## src/rtl/gol_next_gen_if.sv

```systemverilog
`default_nettype none
// ============================================================================
//  Module      : gol_next_gen_if
//  Description : Control and register-file bus of the Game of Life generation
//                engine. The master side is the engine: it receives start and
//                read data, and drives status, read address and write port.
//                The slave side is the host plus the current_state register
//                file.
//  Revision    : 1.0  initial release
// ============================================================================
interface gol_next_gen_if #(
  parameter int WIDTH   = 8,
  parameter int REGBITS = 3
);
  logic               start;
  logic               busy;
  logic               done;
  logic [REGBITS-1:0] ra;
  logic [WIDTH-1:0]   rd;
  logic               regwrite;
  logic [REGBITS-1:0] wa;
  logic [WIDTH-1:0]   wd;
  logic [15:0]        gen_count;
  logic               stable;

  modport master (
    input  start, rd,
    output busy, done, ra, regwrite, wa, wd, gen_count, stable
  );

  modport slave (
    output start, rd,
    input  busy, done, ra, regwrite, wa, wd, gen_count, stable
  );
endinterface
`default_nettype wire

```

## src/rtl/gol_next_gen.sv

```systemverilog
`default_nettype none
// ============================================================================
//  Module      : gol_next_gen
//  Description : Computes one B3/S23 generation of the board held in the
//                current_state register file, row by row, writing each new
//                row back in place. Original rows live in a prev/cur/nxt
//                sliding window (plus a copy of row 0) so in-place writes
//                never corrupt rows still needed as neighbours.
//  Options     : GOL_TORUS_WRAP_EN - when defined the board is a torus,
//                otherwise everything outside the board is dead.
//  Revision    : 1.0  initial release
// ============================================================================
module gol_next_gen #(
  parameter int WIDTH   = 8,
  parameter int REGBITS = 3
) (
  input  wire logic      ph2,
  input  wire logic      reset_n,
  gol_next_gen_if.master bus
);

  localparam int ROWS = 2 ** REGBITS;
  localparam logic [REGBITS-1:0] LAST_ROW = REGBITS'(ROWS - 1);
  localparam logic [REGBITS-1:0] ONE_ROW  = REGBITS'(1);

`ifdef GOL_TORUS_WRAP_EN
  localparam bit WRAP_EN = 1'b1;
`else
  localparam bit WRAP_EN = 1'b0;
`endif

  typedef enum logic [2:0] {
    S_IDLE      = 3'd0,
    S_PRIME_TOP = 3'd1,
    S_PRIME0    = 3'd2,
    S_READ      = 3'd3,
    S_WRITE     = 3'd4,
    S_DONE      = 3'd5
  } state_t;

  state_t             state_q, state_d;
  logic [REGBITS-1:0] row_q, row_d;
  logic [WIDTH-1:0]   prev_q, prev_d;
  logic [WIDTH-1:0]   cur_q, cur_d;
  logic [WIDTH-1:0]   nxt_q, nxt_d;
  logic [WIDTH-1:0]   first_q, first_d;
  logic               chg_q, chg_d;
  logic [15:0]        gen_count_q, gen_count_d;
  logic               stable_q, stable_d;

  // Row extended by one column on each side: bit 0 is column -1 and
  // bit WIDTH+1 is column WIDTH, so every cell sees a uniform 3-bit span.
  function automatic logic [WIDTH+1:0] pad_row(input logic [WIDTH-1:0] row);
    if (WRAP_EN) begin
      return {row[0], row, row[WIDTH-1]};
    end
    return {1'b0, row, 1'b0};
  endfunction

  logic [WIDTH+1:0] ext_prev;
  logic [WIDTH+1:0] ext_cur;
  logic [WIDTH+1:0] ext_nxt;
  logic [WIDTH-1:0] new_row;

  assign ext_prev = pad_row(prev_q);
  assign ext_cur  = pad_row(cur_q);
  assign ext_nxt  = pad_row(nxt_q);

  // Per-cell neighbour count and B3/S23 rule on the current window
  for (genvar c = 0; c < WIDTH; c++) begin : g_cell
    logic [3:0] n;
    assign n = 4'(ext_prev[c]) + 4'(ext_prev[c+1]) + 4'(ext_prev[c+2])
             + 4'(ext_cur[c])                      + 4'(ext_cur[c+2])
             + 4'(ext_nxt[c])  + 4'(ext_nxt[c+1])  + 4'(ext_nxt[c+2]);
    assign new_row[c] = (n == 4'd3) | (ext_cur[c+1] & (n == 4'd2));
  end

  // Next-state, window updates and bus outputs for each phase of a generation
  always_comb begin
    state_d     = state_q;
    row_d       = row_q;
    prev_d      = prev_q;
    cur_d       = cur_q;
    nxt_d       = nxt_q;
    first_d     = first_q;
    chg_d       = chg_q;
    gen_count_d = gen_count_q;
    stable_d    = stable_q;
    bus.busy     = 1'b0;
    bus.done     = 1'b0;
    bus.ra       = '0;
    bus.regwrite = 1'b0;
    bus.wa       = '0;
    bus.wd       = '0;

    case (state_q)
      S_IDLE: begin
        if (bus.start) begin
          state_d = S_PRIME_TOP;
          row_d   = '0;
          chg_d   = 1'b0;
        end
      end
      S_PRIME_TOP: begin
        // Address is driven in both modes so cycle timing is identical
        bus.busy = 1'b1;
        bus.ra   = LAST_ROW;
        prev_d   = WRAP_EN ? bus.rd : '0;
        state_d  = S_PRIME0;
      end
      S_PRIME0: begin
        bus.busy = 1'b1;
        bus.ra   = '0;
        cur_d    = bus.rd;
        first_d  = bus.rd;
        state_d  = S_READ;
      end
      S_READ: begin
        bus.busy = 1'b1;
        if (row_q != LAST_ROW) begin
          bus.ra = row_q + ONE_ROW;
          nxt_d  = bus.rd;
        end else begin
          // Row 0 has already been overwritten; use the saved original
          nxt_d = WRAP_EN ? first_q : '0;
        end
        state_d = S_WRITE;
      end
      S_WRITE: begin
        bus.busy     = 1'b1;
        bus.regwrite = 1'b1;
        bus.wa       = row_q;
        bus.wd       = new_row;
        prev_d       = cur_q;
        cur_d        = nxt_q;
        row_d        = row_q + ONE_ROW;
        chg_d        = chg_q | (new_row != cur_q);
        state_d      = (row_q == LAST_ROW) ? S_DONE : S_READ;
      end
      S_DONE: begin
        bus.done    = 1'b1;
        gen_count_d = gen_count_q + 16'd1;
        stable_d    = ~chg_q;
        state_d     = S_IDLE;
      end
      default: begin
        state_d = S_IDLE;
      end
    endcase
  end

  // State and window registers with synchronous active-low reset
  always_ff @(posedge ph2) begin
    if (!reset_n) begin
      state_q     <= S_IDLE;
      row_q       <= '0;
      prev_q      <= '0;
      cur_q       <= '0;
      nxt_q       <= '0;
      first_q     <= '0;
      chg_q       <= 1'b0;
      gen_count_q <= '0;
      stable_q    <= 1'b0;
    end else begin
      state_q     <= state_d;
      row_q       <= row_d;
      prev_q      <= prev_d;
      cur_q       <= cur_d;
      nxt_q       <= nxt_d;
      first_q     <= first_d;
      chg_q       <= chg_d;
      gen_count_q <= gen_count_d;
      stable_q    <= stable_d;
    end
  end

  assign bus.gen_count = gen_count_q;
  assign bus.stable    = stable_q;

endmodule
`default_nettype wire

```

## src/flat_wrapper.sv

```systemverilog
// flat-port wrapper written by rule: the top's interface ports become plain ports
module gol_next_gen_flat 
#(
  parameter int WIDTH   = 8,
  parameter int REGBITS = 3
)
  (ph2, reset_n, bus_start, bus_rd, bus_busy, bus_done, bus_ra, bus_regwrite, bus_wa, bus_wd, bus_gen_count, bus_stable);
  gol_next_gen_if #(.WIDTH(WIDTH), .REGBITS(REGBITS)) bus_i ();
  input  wire logic ph2;
  input  wire logic reset_n;
  input wire logic [$bits(bus_i.start)-1:0] bus_start;
  input wire logic [$bits(bus_i.rd)-1:0] bus_rd;
  output wire logic [$bits(bus_i.busy)-1:0] bus_busy;
  output wire logic [$bits(bus_i.done)-1:0] bus_done;
  output wire logic [$bits(bus_i.ra)-1:0] bus_ra;
  output wire logic [$bits(bus_i.regwrite)-1:0] bus_regwrite;
  output wire logic [$bits(bus_i.wa)-1:0] bus_wa;
  output wire logic [$bits(bus_i.wd)-1:0] bus_wd;
  output wire logic [$bits(bus_i.gen_count)-1:0] bus_gen_count;
  output wire logic [$bits(bus_i.stable)-1:0] bus_stable;
  assign bus_i.start = bus_start;
  assign bus_i.rd = bus_rd;
  assign bus_busy = bus_i.busy;
  assign bus_done = bus_i.done;
  assign bus_ra = bus_i.ra;
  assign bus_regwrite = bus_i.regwrite;
  assign bus_wa = bus_i.wa;
  assign bus_wd = bus_i.wd;
  assign bus_gen_count = bus_i.gen_count;
  assign bus_stable = bus_i.stable;
  gol_next_gen #(.WIDTH(WIDTH), .REGBITS(REGBITS)) u_core (.ph2(ph2), .reset_n(reset_n), .bus(bus_i));
endmodule
```

## config.mk

```make
export PLATFORM = sky130hd
export DESIGN_NAME = gol_next_gen_flat
export DESIGN_NICKNAME = d
export VERILOG_FILES = /design/src/rtl/gol_next_gen_if.sv /design/src/rtl/gol_next_gen.sv /design/src/flat_wrapper.sv
export SDC_FILE = /design/constraint.sdc
export NUM_CORES = 1
export LEC_CHECK = 0
export CAP_MARGIN = 20
export CORE_MARGIN = 2
export CORE_UTILIZATION = 55
export CTS_BUF_LIST = sky130_fd_sc_hd__clkbuf_16
export CTS_CLUSTER_DIAMETER = 150
export CTS_CLUSTER_SIZE = 12
export DETAILED_ROUTE_END_ITERATION = 10
export HOLD_SLACK_MARGIN = 0.08
export PLACE_DENSITY_LB_ADDON = 0.2
export SLEW_MARGIN = 15
export SYNTH_ARGS = -nofsm -noshare
export SYNTH_HDL_FRONTEND = slang
export SYNTH_SLANG_ARGS = --single-unit
```

## constraint.sdc

```tcl
create_clock -name ph2 -period 6.85 [get_ports ph2]
set_input_delay 1.0275 -clock ph2 [delete_from_list [all_inputs] [get_ports ph2]]
set_output_delay 1.0275 -clock ph2 [all_outputs]
set_load 0.01 [all_outputs]
```

==> flow_results.xml, run 1 <==
<?xml version="1.0" encoding="UTF-8"?>
<metrics>
  <group name="status">
    <metric name="outcome" unit="">finished, final reports clean</metric>
  </group>
  <group name="synth">
    <metric name="synth.distinct_cells" unit="">47</metric>
    <metric name="synth_area" unit="sq um">3670</metric>
    <metric name="synth_mux_area_share" unit="%">2.46</metric>
    <metric name="ys_warn_count" unit="">0</metric>
    <metric name="synth_fp_nets" unit="">496</metric>
    <metric name="synth_area_per_cell" unit="sq um">8.49</metric>
    <metric name="ys_ff_latch" unit="">48</metric>
    <metric name="yosys_most_used_dff" unit="">dfxtp_1</metric>
    <metric name="post_synth_edffs" unit="">0</metric>
    <metric name="synthSimpleGateAreaFrac" unit="%">20.1</metric>
    <metric name="yosys.area_share.xor_xnor" unit="%">3.58</metric>
    <metric name="yosysSeqAreaShare" unit="%">26.2</metric>
    <metric name="synthAdderAreaFrac" unit="%">24.0</metric>
    <metric name="async_flop_share" unit="%">0</metric>
    <metric name="syn_inst" unit="">432</metric>
    <metric name="synth_top_family_by_area" unit="">adder cells</metric>
    <metric name="compound_cell_area_share_of_the_yosys_netlist" unit="%">14.1</metric>
  </group>
  <group name="final_layout">
    <metric name="mostFrequentLayoutCells" unit="">inv_1 (71), nor2_1 (64), dfxtp_1 (48)</metric>
    <metric name="multiInputGateArea" unit="sq um">2360</metric>
    <metric name="most_common_cell_after_layout_fill_and_taps_aside" unit="">inv_1</metric>
    <metric name="num_antenna_cells" unit="">0</metric>
    <metric name="flow.area_growth_from_synthesis" unit="%">16.5</metric>
    <metric name="nNetsFinal" unit="">530</metric>
    <metric name="fin_cells" unit="">544</metric>
    <metric name="final_core_utilization" unit="%">66.9</metric>
    <metric name="register_area" unit="sq um">961</metric>
    <metric name="num-fill-cells" unit="">540</metric>
    <metric name="layout-drive-gt1-share" unit="%">3.85</metric>
  </group>
  <group name="clocking">
    <metric name="cts_tree" unit="">built</metric>
    <metric name="post_cts_buffers" unit="">0</metric>
    <metric name="worst_setup_hold_path_clk_slew" unit="ns">0.07</metric>
    <metric name="cts.sinks" unit="">48</metric>
    <metric name="cts_hold_buffers" unit="">0</metric>
    <metric name="root_buffer" unit="">clkbuf_16</metric>
    <metric name="clk-insertion-delay-late" unit="ns">0.30</metric>
    <metric name="cts_made_buffers" unit="">5</metric>
    <metric name="cts.path.max_buffers" unit="">2</metric>
    <metric name="h-tree-depth" unit="">2</metric>
    <metric name="cts.repair.resized" unit="">0</metric>
  </group>
  <group name="floorplanning">
    <metric name="std_cell_rows" unit="">29</metric>
    <metric name="placeableCoreArea" unit="sq um">6390</metric>
    <metric name="fp.dieArea" unit="sq um">7340</metric>
    <metric name="initial_utilization" unit="%">57.4</metric>
    <metric name="floorplan.die.height" unit="um">85.7</metric>
    <metric name="i_o_pin_total" unit="">45</metric>
    <metric name="chipWidth" unit="um">85.7</metric>
  </group>
  <group name="timing">
    <metric name="worst_slack" unit="ns">1.77</metric>
    <metric name="worst_slew_pin_slew" unit="ns">0.879</metric>
    <metric name="maxSlewHeadroom" unit="%">41.3</metric>
    <metric name="final-hold-violation-count" unit="">0</metric>
    <metric name="layout_worst_path_cycle_share" unit="%">74.1</metric>
    <metric name="fin_worst_skew" unit="ns">0.00938</metric>
    <metric name="finalSetupViolCount" unit="">0</metric>
    <metric name="fin_crit" unit="ns">5.08</metric>
    <metric name="totalNegativeSetupSlack" unit="ns">0</metric>
    <metric name="timing.final.max_slew_violations" unit="">0</metric>
    <metric name="grt_setup_unrepaired" unit="">no</metric>
    <metric name="maxClockFrequency" unit="GHz">0.197</metric>
  </group>
  <group name="routing">
    <metric name="via_count" unit="">3036</metric>
    <metric name="detailedRoute.firstIterationViolations" unit="">143</metric>
    <metric name="count_of_antenna_violating_nets_left_after_detailed_routing" unit="">0</metric>
    <metric name="routed_via_density" unit="">5.58</metric>
    <metric name="wire_per_inst" unit="um">15.1</metric>
    <metric name="drt_drc_violations_left" unit="">0</metric>
    <metric name="postRouteWirelength" unit="mm">8.24</metric>
    <metric name="first_pass_iters" unit="">4</metric>
  </group>
  <group name="setup_path">
    <metric name="critical_path.endpoint_type" unit="">primary output</metric>
    <metric name="r2r_end" unit="">u_core.chg_q$_SDFFE_PN0P_</metric>
    <metric name="worst-endpoint-required" unit="ns">5.82</metric>
    <metric name="regToRegStartpoint" unit="">u_core.prev_q[5]$_SDFFE_PN0P_</metric>
    <metric name="ff2ff_path_depth" unit="">13</metric>
    <metric name="critical_path.max_fanout" unit="">5</metric>
    <metric name="critical_path.startpoint_type" unit="">flop</metric>
    <metric name="crit_type" unit="">reg2out</metric>
    <metric name="reg2reg_setup_slack" unit="ns">2.77</metric>
    <metric name="cp.arrival" unit="ns">4.05</metric>
  </group>
  <group name="grt">
    <metric name="antenna_found_initial" unit="">0</metric>
    <metric name="grt_first_pass_wirelength" unit="mm">14.2</metric>
    <metric name="grt_pass1_vias" unit="">3019</metric>
    <metric name="largest_net_degree_at_the_start_of_global_routing" unit="">36</metric>
    <metric name="globalRouteOverflowTotal" unit="">0</metric>
    <metric name="grtUsageTotal" unit="%">24.3</metric>
  </group>
  <group name="job">
    <metric name="max-cap-violations" unit="">0</metric>
  </group>
  <group name="placed_design">
    <metric name="dp.cells" unit="">536</metric>
    <metric name="gp_congestion" unit="">0.858</metric>
    <metric name="detailed_place_hpwl" unit="mm">6.09</metric>
    <metric name="post-place-ws" unit="ns">2.08</metric>
    <metric name="place.port_buffers" unit="">44</metric>
  </group>
  <group name="worst_hold_path">
    <metric name="holdCritPathClass" unit="">reg2reg</metric>
    <metric name="min_path_cells" unit="">2</metric>
    <metric name="holdCritStartpoint" unit="">u_core.nxt_q[0]$_SDFFE_PN0P_</metric>
    <metric name="whs_endpoint" unit="">u_core.nxt_q[0]$_SDFFE_PN0P_</metric>
  </group>
  <group name="power">
    <metric name="pwr_dens" unit="nW/um^2">165</metric>
    <metric name="power.static_leakage" unit="uW">0.00173</metric>
    <metric name="power.ir.vdd_worst" unit="mV">0.116</metric>
  </group>
</metrics>
==> through the flow <==
stage          hold WS [ns]  total power, uW  instance area (sq um)
2_1_floorplan         0.457              420                   3670
3_3_place_gp          0.471              458                   4130
3_5_place_dp          0.480              464                   4130
4_1_cts               0.496              708                   4280
5_1_grt               0.548              742                   4280
6_report              0.493              706                   4280
==> state kept, by name, summed over array words and instances (netlist names) <==
signal,count
u_core.prev_q,8
u_core.row_q,3
u_core.state_q,3
u_core.cur_q,8
u_core.chg_q,1
u_core.nxt_q,8
u_core.bus.gen_count,16
u_core.bus.stable,1
==> worst max-delay path, stage by stage (launching register included) <==
cell and delay [ns]:
dfxtp_1 0.42, ha_1 0.27, inv_1 0.07, fa_1 0.42
fa_1 0.50, inv_1 0.06, fa_1 0.38, inv_1 0.08
fa_1 0.42, nor3b_1 0.18, a31oi_1 0.08, nor3_1 0.27
clkdlybuf4s50_1 0.59
==> synth_stat cells (all sizes together), types with 9 or more instances <==
| library cell | n | area share [%] |
|---|---|---|
| mux2i | 9 | 2.5 |
| nor3b | 12 | 2.6 |
| inv | 72 | 7.4 |
| xnor2 | 10 | 2.4 |
| a21oi | 28 | 3.8 |
| ha | 24 | 8.2 |
| nor2 | 66 | 6.9 |
| dfxtp | 48 | 26 |
| nand2 | 12 | 1.2 |
| a211oi | 12 | 2.5 |
| nor3 | 10 | 1.9 |
| a22oi | 10 | 2.0 |
| clkbuf | 13 | 1.3 |
| fa | 29 | 16 |
==> where the power goes <==
group / total (uW) / internal [uW] / switching [uW]
combinational: 146 / 63.7 / 81.9
clock: 247 / 134 / 113
sequential: 314 / 289 / 24.5
total: 706 / 487 / 219
==> kinds of logic (layout without fill, tap and decap cells) <==
kind of cell / after synthesis / count (layout)
compound gates: 79 / 79
xor+xnor: 15 / 15
fa+ha+maj: 53 / 53
buf+inv: 90 / 125
flops: 48 / 48
mux: 9 / 9
simple gates: 138 / 138
==> area by class of cell <==
class,count,share of cell area [%]
timing repair buffer,45,10.5
clock inverter,3,0.439
clock buffer,5,2.93
inverter,72,6.32
sequential,48,22.5
tap,77,2.25
multi-input combinational,294,55.1
==> routing by layer <==
metal / vias to the layer above / wire (um) / share of wire, % / global-route usage (%)
li1: 1510 / - / - / -
met1: 1442 / 3630 / 44 / 31.6
met2: 68 / 4030 / 49 / 41.0
met3: 16 / 420 / 5.1 / 3.75
met4: 0 / 155 / 1.9 / 9.24
met5: - / 0 / 0 / 0
==> worst max path at each step <==
stage / start / to / slack [ns] / depth (start not counted)
floorplan: u_core.prev_q[3]$_SDFFE_PN0P_ / bus_wd[4] / 2.65 / 11
global placement: u_core.prev_q[3]$_SDFFE_PN0P_ / bus_wd[4] / 2.17 / 12
detailed placement: u_core.prev_q[3]$_SDFFE_PN0P_ / bus_wd[4] / 2.08 / 12
CTS: u_core.prev_q[2]$_SDFFE_PN0P_ / bus_wd[2] / 1.78 / 12
global route: u_core.prev_q[4]$_SDFFE_PN0P_ / bus_wd[4] / 1.50 / 12
finish: u_core.prev_q[1]$_SDFFE_PN0P_ / bus_wd[2] / 1.77 / 12
Power figures use the tool's default switching activity.
==> run 2, diff against run 1 <==
clock period = 5.3 ns   (was 6.85 ns; I/O delays follow)
==> run 2 against run 1 <==
  * Wire length down 0.17%
  * Clock skew decreased by 0.0024 ns
  * Worst setup slack got worse by 1.3 ns
  * Final area grew 0.35%
  * Critical path depth unchanged
  * First-iteration DRC count increased by 65%
  * Count of clock-buffer cells in the layout stayed put
  * Final cell count is 0.37% higher
  * Core utilization rose by 0.24 points
  * Die area is the same
  * Sequential power is 29% higher
  * Global-route usage up 0.69 points
  * Critical endpoint is now bus_wd[4]
==> flow_results.xml, run 2 (synthesis results as in run 1) <==
<?xml version="1.0" encoding="UTF-8"?>
<metrics>
  <group name="status">
    <metric name="outcome" unit="">finished, final reports clean</metric>
  </group>
  <group name="power">
    <metric name="power.static_leakage" unit="uW">0.00174</metric>
    <metric name="power.ir.vdd_worst" unit="mV">0.167</metric>
    <metric name="pwr_dens" unit="nW/um^2">211</metric>
  </group>
  <group name="grt">
    <metric name="antenna_found_initial" unit="">0</metric>
    <metric name="grtUsageTotal" unit="%">25.0</metric>
    <metric name="grt_pass1_vias" unit="">3070</metric>
    <metric name="grt_first_pass_wirelength" unit="mm">14.6</metric>
    <metric name="globalRouteOverflowTotal" unit="">0</metric>
    <metric name="largest_net_degree_at_the_start_of_global_routing" unit="">36</metric>
  </group>
  <group name="final_layout">
    <metric name="largest_reg_flops" unit="">16</metric>
    <metric name="flow.area_growth_from_synthesis" unit="%">17.0</metric>
    <metric name="multiInputGateArea" unit="sq um">2360</metric>
    <metric name="fin_area" unit="sq um">4290</metric>
    <metric name="most_common_cell_after_layout_fill_and_taps_aside" unit="">inv_1</metric>
    <metric name="nNetsFinal" unit="">532</metric>
    <metric name="num-fill-cells" unit="">527</metric>
    <metric name="mostFrequentLayoutCells" unit="">inv_1 (71), nor2_1 (64), dfxtp_1 (48)</metric>
    <metric name="fin_cells" unit="">546</metric>
    <metric name="num_antenna_cells" unit="">0</metric>
    <metric name="register_area" unit="sq um">961</metric>
    <metric name="layout-drive-gt1-share" unit="%">4.26</metric>
  </group>
  <group name="clocking">
    <metric name="cts_tree" unit="">built</metric>
    <metric name="clk-insertion-delay-late" unit="ns">0.29</metric>
    <metric name="cts.path.max_buffers" unit="">2</metric>
    <metric name="cts_made_buffers" unit="">5</metric>
    <metric name="cts.repair.resized" unit="">0</metric>
    <metric name="root_buffer" unit="">clkbuf_16</metric>
    <metric name="h-tree-depth" unit="">2</metric>
    <metric name="cts.sinks" unit="">48</metric>
    <metric name="post_cts_buffers" unit="">0</metric>
    <metric name="worst_setup_hold_path_clk_slew" unit="ns">0.06</metric>
    <metric name="cts_hold_buffers" unit="">0</metric>
  </group>
  <group name="setup_path">
    <metric name="critical_path.startpoint_type" unit="">flop</metric>
    <metric name="crit_type" unit="">reg2out</metric>
    <metric name="worst-endpoint-required" unit="ns">4.51</metric>
    <metric name="cp.arrival" unit="ns">4.02</metric>
    <metric name="critical_path.endpoint_type" unit="">primary output</metric>
    <metric name="critical_path.max_fanout" unit="">5</metric>
  </group>
  <group name="routing">
    <metric name="count_of_antenna_violating_nets_left_after_detailed_routing" unit="">0</metric>
    <metric name="postRouteWirelength" unit="mm">8.23</metric>
    <metric name="routed_via_density" unit="">5.55</metric>
    <metric name="detailedRoute.firstIterationViolations" unit="">236</metric>
    <metric name="first_pass_iters" unit="">4</metric>
    <metric name="drt_drc_violations_left" unit="">0</metric>
    <metric name="wire_per_inst" unit="um">15.1</metric>
    <metric name="via_count" unit="">3029</metric>
  </group>
  <group name="timing">
    <metric name="maxSlewHeadroom" unit="%">43.2</metric>
    <metric name="worst_slew_pin_slew" unit="ns">0.850</metric>
    <metric name="finalSetupViolCount" unit="">0</metric>
    <metric name="totalNegativeSetupSlack" unit="ns">0</metric>
    <metric name="maxClockFrequency" unit="GHz">0.208</metric>
    <metric name="fin_crit" unit="ns">4.82</metric>
    <metric name="layout_worst_path_cycle_share" unit="%">90.9</metric>
    <metric name="timing.final.max_slew_violations" unit="">0</metric>
    <metric name="grt_setup_unrepaired" unit="">no</metric>
    <metric name="final-hold-violation-count" unit="">0</metric>
    <metric name="fin_worst_skew" unit="ns">0.00699</metric>
  </group>
  <group name="placed_design">
    <metric name="detailed_place_hpwl" unit="mm">6.11</metric>
    <metric name="place.port_buffers" unit="">44</metric>
    <metric name="gp_congestion" unit="">0.871</metric>
    <metric name="dp.cells" unit="">538</metric>
    <metric name="dpl_cell_area" unit="sq um">4150</metric>
  </group>
  <group name="floorplanning">
    <metric name="placeableCoreArea" unit="sq um">6390</metric>
    <metric name="i_o_pin_total" unit="">45</metric>
    <metric name="chipWidth" unit="um">85.7</metric>
    <metric name="fp.dieArea" unit="sq um">7340</metric>
    <metric name="initial_utilization" unit="%">57.4</metric>
    <metric name="floorplan.die.height" unit="um">85.7</metric>
    <metric name="std_cell_rows" unit="">29</metric>
  </group>
  <group name="job">
    <metric name="max-cap-violations" unit="">0</metric>
  </group>
  <group name="worst_hold_path">
    <metric name="holdCritPathClass" unit="">reg2reg</metric>
  </group>
</metrics>
run 2: changes by cell type in the layout (fill, tap and decap cells not counted), sizes merged:
cell  delta
buf      +2
run 2: critical path: stages, from the launching register on:
cell             delay [ns]
dfxtp_1                0.41
ha_1                   0.26
inv_1                  0.07
fa_1                   0.42
fa_1                   0.49
inv_1                  0.05
fa_1                   0.37
inv_1                  0.08
fa_1                   0.42
nor4b_1                0.29
a21oi_1                0.14
nor3_1                 0.18
clkdlybuf4s50_1        0.56
run 2: routing by layer:
metal	up-vias	part of all wire, %	GRT usage [%]
li1	1504	-	-
met1	1449	44	34.3
met2	67	48	41.5
met3	9	6.5	3.56
met4	0	1.0	7.07
met5	-	0	0
run 2: metrics by stage:
stage	power, uW	hold slack [ns]	utilization [%]	setup WS [ns]
floorplan	543	0.457	-	1.33
global placement	592	0.470	64.9	0.860
detailed placement	599	0.487	64.9	0.778
CTS	913	0.502	67.2	0.468
global route	960	0.548	67.2	0.229
finish	907	0.498	67.2	0.484
run 2: layout make-up:
cell class / instances / share of cell area [%]
Multi-Input combinational cell: 294 / 54.9
Clock inverter: 3 / 0.437
Tap cell: 77 / 2.25
Clock buffer: 5 / 2.92
Sequential cell: 48 / 22.4
Timing Repair Buffer: 47 / 10.8
Inverter: 72 / 6.30
run 2: path summary, 6_finish.rpt:
check             slack, ns                           from  depth (start not counted)                      endpoint
hold reg to reg        0.50   u_core.nxt_q[0]$_SDFFE_PN0P_                          2  u_core.nxt_q[0]$_SDFFE_PN0P_
hold / removal         0.50   u_core.nxt_q[0]$_SDFFE_PN0P_                          2  u_core.nxt_q[0]$_SDFFE_PN0P_
setup reg to reg       1.15  u_core.prev_q[5]$_SDFFE_PN0P_                         13     u_core.chg_q$_SDFFE_PN0P_
setup / recovery       0.48  u_core.prev_q[4]$_SDFFE_PN0P_                         12                     bus_wd[4]
run 2: power by group:
part	leakage [uW]	total (uW)	switching [uW]	internal (uW)
Sequential	0.000388	404	30.1	374
Clock	0.0000635	314	141	173
Combinational	0.00129	188	106	82.4
==> run 3, diff against run 2 <==
SLEW_MARGIN = 20   (was 15)
==> results of run 3 <==
Final layout, timing and power as in run 2 (identical DEF).
